==> config.mk <==
export PLATFORM = sky130hd
export DESIGN_NAME = mix_columns_seq_flat
export DESIGN_NICKNAME = d
export VERILOG_FILES = /design/src/rtl/mix_columns_seq_if.sv /design/src/rtl/mix_columns_seq.sv /design/src/flat_wrapper.sv
export SDC_FILE = /design/constraint.sdc
export NUM_CORES = 1
export LEC_CHECK = 0
export BUFFER_PORTS_ARGS = -buffer_cell sky130_fd_sc_hd__buf_4
export CAP_MARGIN = 20
export CORE_ASPECT_RATIO = 1.1
export CORE_UTILIZATION = 50
export CTS_BUF_LIST = sky130_fd_sc_hd__clkbuf_16
export CTS_CLUSTER_DIAMETER = 100
export DETAILED_ROUTE_END_ITERATION = 10
export GPL_TIMING_DRIVEN = 0
export PLACE_DENSITY = 0.77
export SYNTH_ARGS = -nofsm -noshare
export SYNTH_HDL_FRONTEND = slang
export SYNTH_SLANG_ARGS = --single-unit
export TNS_END_PERCENT = 50
==> constraint.sdc <==
create_clock -name clk -period 7.9 [get_ports clk]
set_clock_uncertainty 0.1 [all_clocks]
set_input_delay 1.185 -clock clk [delete_from_list [all_inputs] [get_ports clk]]
set_output_delay 1.185 -clock clk [all_outputs]
set_load 0.01 [all_outputs]
==> src/rtl/mix_columns_seq_if.sv <==
// Handshake bundle for the column-serial MixColumns stage: state in, transformed state out.
interface mix_columns_seq_if;
  logic         in_valid;
  logic         in_ready;
  logic [127:0] in_data;
  logic         inv;
  logic         out_valid;
  logic         out_ready;
  logic [127:0] out_data;

  modport master (
    output in_valid, in_data, inv, out_ready,
    input  in_ready, out_valid, out_data
  );

  modport slave (
    input  in_valid, in_data, inv, out_ready,
    output in_ready, out_valid, out_data
  );
endinterface

==> src/rtl/mix_columns_seq.sv <==
// AES MixColumns / InvMixColumns over a 128-bit state, one 32-bit column per clock
// through a single shared column multiplier; result held until the consumer takes it.
module mix_columns_seq (
  input  logic               clk,
  input  logic               rst,
  mix_columns_seq_if.slave   bus
);
  typedef enum logic [1:0] {IDLE, RUN, DONE} fsm_t;

  fsm_t         fsm_reg;
  logic [1:0]   col_reg;
  logic [127:0] state_reg;
  logic [127:0] result_reg;
  logic         mode_reg;
  logic         in_ready_reg;
  logic         out_valid_reg;

  logic [31:0]  col_in;
  logic [31:0]  col_out;
  logic [7:0]   a  [4];
  logic [7:0]   m2 [4];
  logic [7:0]   m3 [4];
  logic [7:0]   m9 [4];
  logic [7:0]   mb [4];
  logic [7:0]   md [4];
  logic [7:0]   me [4];

  function automatic logic [7:0] xtime(input logic [7:0] x);
    return {x[6:0], 1'b0} ^ (x[7] ? 8'h1b : 8'h00);
  endfunction

  always_comb begin
    col_in = state_reg[127:96];
    case (col_reg)
      2'd0:    col_in = state_reg[127:96];
      2'd1:    col_in = state_reg[95:64];
      2'd2:    col_in = state_reg[63:32];
      default: col_in = state_reg[31:0];
    endcase
  end

  // Per-byte multiples, all derived from repeated xtime.
  generate
    for (genvar gi = 0; gi < 4; gi++) begin : g_byte
      logic [7:0] x2, x4, x8;
      assign a[gi]  = col_in[31-8*gi -: 8];
      assign x2     = xtime(a[gi]);
      assign x4     = xtime(x2);
      assign x8     = xtime(x4);
      assign m2[gi] = x2;
      assign m3[gi] = x2 ^ a[gi];
      assign m9[gi] = x8 ^ a[gi];
      assign mb[gi] = x8 ^ x2 ^ a[gi];
      assign md[gi] = x8 ^ x4 ^ a[gi];
      assign me[gi] = x8 ^ x4 ^ x2;
    end

    // Row r uses the circulant rotated by r: coefficients apply to a[r], a[r+1], a[r+2], a[r+3].
    for (genvar gi = 0; gi < 4; gi++) begin : g_row
      assign col_out[31-8*gi -: 8] = mode_reg
        ? (me[gi] ^ mb[(gi+1)%4] ^ md[(gi+2)%4] ^ m9[(gi+3)%4])
        : (m2[gi] ^ m3[(gi+1)%4] ^ a[(gi+2)%4] ^ a[(gi+3)%4]);
    end
  endgenerate

  always_ff @(posedge clk or posedge rst) begin
    if (rst) begin
      fsm_reg       <= IDLE;
      col_reg       <= 2'd0;
      state_reg     <= 128'h0;
      result_reg    <= 128'h0;
      mode_reg      <= 1'b0;
      in_ready_reg  <= 1'b0;
      out_valid_reg <= 1'b0;
    end else begin
      case (fsm_reg)
        IDLE: begin
          in_ready_reg <= 1'b1;
          if (bus.in_valid && in_ready_reg) begin
            state_reg    <= bus.in_data;
            mode_reg     <= bus.inv;
            col_reg      <= 2'd0;
            in_ready_reg <= 1'b0;
            fsm_reg      <= RUN;
          end
        end
        RUN: begin
          case (col_reg)
            2'd0:    result_reg[127:96] <= col_out;
            2'd1:    result_reg[95:64]  <= col_out;
            2'd2:    result_reg[63:32]  <= col_out;
            default: result_reg[31:0]   <= col_out;
          endcase
          col_reg <= col_reg + 2'd1;
          if (col_reg == 2'd3) begin
            out_valid_reg <= 1'b1;
            fsm_reg       <= DONE;
          end
        end
        DONE: begin
          if (bus.out_ready) begin
            out_valid_reg <= 1'b0;
            in_ready_reg  <= 1'b1;
            fsm_reg       <= IDLE;
          end
        end
        default: fsm_reg <= IDLE;
      endcase
    end
  end

  assign bus.in_ready  = in_ready_reg;
  assign bus.out_valid = out_valid_reg;
  assign bus.out_data  = result_reg;
endmodule

==> src/flat_wrapper.sv <==
// flat-port wrapper written by rule: the top's interface ports become plain ports
module mix_columns_seq_flat 
  (clk, rst, bus_in_valid, bus_in_data, bus_inv, bus_out_ready, bus_in_ready, bus_out_valid, bus_out_data);
  mix_columns_seq_if bus_i ();
  input  logic clk;
  input  logic rst;
  input wire logic [$bits(bus_i.in_valid)-1:0] bus_in_valid;
  input wire logic [$bits(bus_i.in_data)-1:0] bus_in_data;
  input wire logic [$bits(bus_i.inv)-1:0] bus_inv;
  input wire logic [$bits(bus_i.out_ready)-1:0] bus_out_ready;
  output wire logic [$bits(bus_i.in_ready)-1:0] bus_in_ready;
  output wire logic [$bits(bus_i.out_valid)-1:0] bus_out_valid;
  output wire logic [$bits(bus_i.out_data)-1:0] bus_out_data;
  assign bus_i.in_valid = bus_in_valid;
  assign bus_i.in_data = bus_in_data;
  assign bus_i.inv = bus_inv;
  assign bus_i.out_ready = bus_out_ready;
  assign bus_in_ready = bus_i.in_ready;
  assign bus_out_valid = bus_i.out_valid;
  assign bus_out_data = bus_i.out_data;
  mix_columns_seq u_core (.clk(clk), .rst(rst), .bus(bus_i));
endmodule
# Word-level counts from Yosys, hierarchy flattened
# Index checks and enable logic that the tools add are counted.
# word_totals
elab_cells	129
inputBits	133
output_inout_bits	130
reg_bits	263
# op_classes
add_sub_neg	1
bitwise	65
muxes	29
n_reduce_logical	16
eq_ne	8
# ops
op	n
bitwise XOR 8 bit	64
one-hot mux 32 bit (3 select lines)	1
2-to-1 mux 5 bit	12
2-to-1 mux 8 bit	4
AND reduction 2 bit	7
2-to-1 mux 2 bit	4
== test 2 bit, second input constant	3
one-hot mux 2 bit (3 select lines)	1
AND reduction 3 bit	2
nonzero test 2 bit	3
== test 2 x 1 -> 1 bit, second input constant	2
zero test 2 bit	2
2-to-1 mux 1 bit	4
!= test 2 x 1 -> 1 bit, second input constant	2
one-hot mux 1 bit (2 select lines)	2
one-hot mux 2 bit (2 select lines)	1
OR reduction 3 bit	1
adder 2 x 1 -> 2 bit, second input constant	1
!= test 2 bit, second input constant	1
logical AND 1 bit	1
NOT 1 bit	1

# Logic depth before layout (Yosys ltp)
# logic_depth
ltp_word	14
mapped_depth	14
depth_no_buf	11

# Least setup slack after synthesis
# Ideal clock, no wire load.
# synth_path
path_type	register to register
startpoint	reg u_core.col_reg[0]
endpoint	reg u_core.result_reg[115] (netlist: u_core.bus.out_data[115])
period_less_slack_ns	3.421
path_buffers	2
required_time_ns	7.669
t_arrival_ns	3.190
path_stages_with_launch	14
path_slack_ns	4.479
setup_time_ns	0.131
path_cell_list	dfrtp_1 -> inv_1 -> ha_1 -> buf_6 -> buf_2 -> a222oi_1 -> a21oi_2 -> xnor2_1 -> xnor2_1 -> xnor3_1 -> xnor2_1 -> a21oi_1 -> xnor2_1 -> o21ai_1
# synth_between
elab_chain_cells	12
word_cells_on_any_way	42
cone_classes	2 x eq/ne; 12 x mux; 26 x bitwise; 2 x reduce/logical
# synth_lines
item	line	rtl
start: declaration	mix_columns_seq.sv:11	logic [1:0] col_reg;
start signal: assignment	mix_columns_seq.sv:94	col_reg <= col_reg + 2'd1;
== test 2 bit, or another cell as far along	mix_columns_seq.sv:34	case (col_reg)
one-hot mux 32 bit (3 select lines)	mix_columns_seq.sv:34	
2-to-1 mux 5 bit or bitwise XOR 8 bit (tied branches)	mix_columns_seq.sv:29	return {x[6:0], 1'b0} ^ (x[7] ? 8'h1b : 8'h00);
bitwise XOR 8 bit	mix_columns_seq.sv:29	
bitwise XOR 8 bit or 2-to-1 mux 5 bit (tied branches)	mix_columns_seq.sv:29	
bitwise XOR 8 bit	mix_columns_seq.sv:29	
bitwise XOR 8 bit, on equally long branches (2 in a row)	mix_columns_seq.sv:55, mix_columns_seq.sv:53	
bitwise XOR 8 bit (3 in a row)	mix_columns_seq.sv:61	? (me[gi] ^ mb[(gi+1)%4] ^ md[(gi+2)%4] ^ m9[(gi+3)%4])
2-to-1 mux 8 bit	mix_columns_seq.sv:61	
end signal: assignment	mix_columns_seq.sv:89	2'd0: result_reg[127:96] <= col_out;
end: declaration	mix_columns_seq.sv:13	logic [127:0] result_reg;
# Several ways; a longest one is shown, not always the timed one.
# A chain may end at the register's enable or synchronous reset.

# Final worst setup path
# layout_path
startpoint	reg u_core.col_reg[0]
endpoint	reg u_core.result_reg[83] (netlist: u_core.bus.out_data[83])
# layout_between
elab_chain_cells	12
word_cells_on_any_way	42
cone_classes	2 x eq/ne; 12 x mux; 26 x bitwise; 2 x reduce/logical
# layout_lines
item	line	rtl
== test 2 bit, or another cell as far along	mix_columns_seq.sv:34	
one-hot mux 32 bit (3 select lines)	mix_columns_seq.sv:34	
2-to-1 mux 5 bit or bitwise XOR 8 bit (tied branches)	mix_columns_seq.sv:29	
bitwise XOR 8 bit	mix_columns_seq.sv:29	
bitwise XOR 8 bit or 2-to-1 mux 5 bit (tied branches)	mix_columns_seq.sv:29	
bitwise XOR 8 bit	mix_columns_seq.sv:29	
bitwise XOR 8 bit, on equally long branches (2 in a row)	mix_columns_seq.sv:55, mix_columns_seq.sv:53	
bitwise XOR 8 bit (3 in a row)	mix_columns_seq.sv:61	
2-to-1 mux 8 bit	mix_columns_seq.sv:61	
end signal: assignment	mix_columns_seq.sv:90	2'd1: result_reg[95:64] <= col_out;
# Several ways; a longest one is shown, not always the timed one.

==> results.py <==
metrics = {
    "clocking": {
        "cts_resized": 0,
        "cts_setup_buffers": 0,
        "cts_tree": "yes",
        "clockBufferDepth": 3,
        "cts.htree.levels": 1,
        "root_buffer": "clkbuf_16",
        "numCtsBuffers": 27,
        "clkTransAtPathRegs_ns": 0.06,
        "insertion_delay_ns": 0.54,
        "cts.sinks": 263,
        "ctsHoldBuffers": 0,
    },
    "timing": {
        "worst_pin_slew_ns": 1.21,
        "max_freq_mhz": 214,
        "setup_viol": 0,
        "maxSlewViolCount": 0,
        "period_minus_slack_ns": 4.68,
        "max_slew_margin": 0.193,
        "timing.final.hold_violations": 0,
        "finalCritPeriodShare": 0.592,
        "rsz0062_at_grt": "no",
        "finalSetupTns_ns": 0,
    },
    "critical_path": {
        "path_class": "register to register",
        "rr_worst_depth": 13,
        "slowest_delay_ns": 0.84,
        "crit_path_max_fanout": 10,
        "crit_path_top_delay_cell": "a222oi_1",
        "cp_top_family": "XOR/XNOR gates",
        "start_kind": "register",
        "cp_cell_sequence": "inv_1, ha_1, buf_6, buf_2, a222oi_1, a21oi_2, xnor2_1, xnor2_1, xnor3_1, xnor2_1, a21oi_1, xnor2_1, o21ai_1",
        "setup.worst_path.end_class": "register",
        "reg2reg_to": "u_core.bus.out_data[83]",
        "path_buf_inv": 3,
        "cpMostUsedCell": "xnor2_1",
        "worstPathArrival_ns": 4.97,
        "reg2reg_from": "u_core.col_reg[0]",
        "rrSetupSlack_ns": 3.22,
        "required_ns": 8.19,
    },
    "synthesis": {
        "synthAdderAreaFrac": 0.00383,
        "syn-num-nets": 1323,
        "synth_compound_area_frac": 0.106,
        "seq_area_frac_synth": 0.503,
        "syn_area_sq_um": 13100,
        "synth_mux_area_frac": 0.117,
        "synthSimpleGateAreaFrac": 0.0645,
        "synth_top_area_share": 0.503,
        "syn_avg_cell_area_sq_um": 11.0,
        "synth_cell_types": 34,
        "synth_top_family_by_area": "XOR/XNOR gates",
        "synth_area_leaders": "dfrtp_1 (50%), xnor2_1 (12%), mux2_2 (10%)",
        "synthXorXnorAreaFrac": 0.179,
        "yosys.area.top_type": "dfrtp_1",
        "ys_ff_latch": 263,
        "yosysWarningCount": 0,
        "netlist_instances": 1186,
    },
    "place": {
        "gp_congestion": 0.952,
        "portBuffers": 262,
        "hpwlAfterDp_um": 30100,
    },
    "global_routing": {
        "grt_pass1_wl_um": 58700,
        "grt_usage": 0.290,
        "grt_max_degree": 43,
        "antenna_found_initial": 0,
        "grt_pass1_vias": 10100,
        "overflow": 0,
    },
    "floorplan": {
        "row_count": 61,
        "pin_count": 263,
        "start_util": 0.513,
        "die_height_um": 172,
        "dieArea_sq_um": 26800,
        "die_w_um": 156,
        "core_region_area_sq_um": 25500,
    },
    "finish": {
        "multi_input_area_sq_um": 6140,
        "final_nets": 1621,
        "drive_gt1_frac": 0.300,
        "synthToLayoutAreaGrowth_pct": 26.0,
        "ff_latch_area_sq_um": 6580,
        "num_antenna_cells": 0,
        "fill_cells": 2067,
    },
    "detailed_routing": {
        "drc_errors": 0,
        "met1Wirelength_um": 15500,
        "route.met2.wl_um": 18800,
        "routed_wl_um": 37900,
        "highest_layer": "met4",
        "dr.pass1.iters": 6,
        "via_per_inst": 5.46,
        "met3_length_um": 2800,
        "ant_nets": 0,
        "wl_per_cell_um": 20.5,
        "num_vias": 10100,
        "drtIter0Drc": 652,
    },
    "min_path": {
        "hp-start": "u_core.bus.out_data[24]",
        "hold-path-cell-count": 2,
        "hp-class": "register to register",
        "worstHoldEndpoint": "u_core.bus.out_data[24]",
    },
    "run_status": {
        "status": "finished, final reports clean",
    },
    "job": {
        "max_cap_viol_count": 0,
    },
}
-- per-layer routing --
metal	up-vias	global-route usage
li1	4636	-
met1	4986	0.366
met2	408	0.508
met3	58	0.0564
met4	0	0.0806
met5	-	0
-- synthesized netlist by cell type (all sizes together) --
| master | instances |
|---|---|
| a211oi | 1 |
| a21o | 1 |
| a21oi | 36 |
| a222oi | 32 |
| and2 | 2 |
| buf | 17 |
| clkbuf | 49 |
| dfrtp | 263 |
| ha | 4 |
| inv | 19 |
| mux2 | 119 |
| mux2i | 18 |
| nand2 | 172 |
| nand2b | 1 |
| nor2 | 28 |
| nor2b | 10 |
| nor3 | 1 |
| o21a | 1 |
| o21ai | 155 |
| o31ai | 6 |
| or3 | 1 |
| xnor2 | 184 |
| xnor3 | 8 |
| xor2 | 57 |
| xor3 | 1 |
-- cell families (layout without fill, tap and decap cells) --
family | after synthesis | after routing
xor gates and xnor gates | 250 | 250
AOI/OAI and AO/OA | 232 | 232
adders and majority gates | 4 | 4
buffers and inverters | 85 | 402
DFF | 263 | 263
muxes | 137 | 137
and+or+nand+nor | 215 | 215
-- worst max-delay path by stage --
stage / cells after the start / slack (ns) / end / startpoint
after detailed placement: 14 / 3.30 / u_core.bus.out_data[51] / u_core.col_reg[0]
after global placement: 2 / 1.73 / u_core.state_reg[80] / rst
after global routing: 13 / 2.95 / u_core.bus.out_data[51] / u_core.col_reg[0]
after CTS: 14 / 3.30 / u_core.bus.out_data[51] / u_core.col_reg[0]
after floorplan: 1 / 3.15 / u_core.bus.in_ready / rst
final: 13 / 3.22 / u_core.bus.out_data[83] / u_core.col_reg[0]
-- worst min-delay path, delay by kind of cell (launching register included) --
family / cells / cell delay (ns)
simple gates: 1 / 0.05
flops: 1 / 0.34
compound gates: 1 / 0.06
-- area by class of cell --
cell class | instances | area share
repair buffers | 269 | 0.128
plain buffers | 66 | 0.0170
multi-input cells | 838 | 0.373
clock inverters | 21 | 0.0108
inverters | 19 | 0.00456
flip-flops and latches | 263 | 0.399
clock buffers | 27 | 0.0410
well taps | 346 | 0.0263
-- cells in the final DEF, fill, tap and decap left out, drive strengths merged, types with 2 or more instances in the layout --
master and n:
xor2 57, nand2 172, nor2 28, a222oi 32
clkinv 13, buf 286, dfrtp 263, inv 23
mux2 119, clkbuf 76, and2 2, xnor3 8
mux2i 18, a21oi 36, ha 4, xnor2 184
o31ai 6, o21ai 155, nor2b 10, bufinv 3
-- per-stage QoR --
step	area (sq um)	setup WS (ns)	instances	hold slack [ns]	util
floorplan	13100	3.15	1186	0.380	-
global placement	15500	1.73	1794	0.364	0.607
detailed placement	15600	3.30	1801	0.372	0.613
CTS	16500	3.30	1849	0.386	0.646
global route	16500	2.95	1849	0.403	0.646
finish	16500	3.22	1849	0.379	0.646
Power is left out: the tool's default activity adds up to more than one toggle a clock period on the data nets, which glitch-free logic cannot reach.
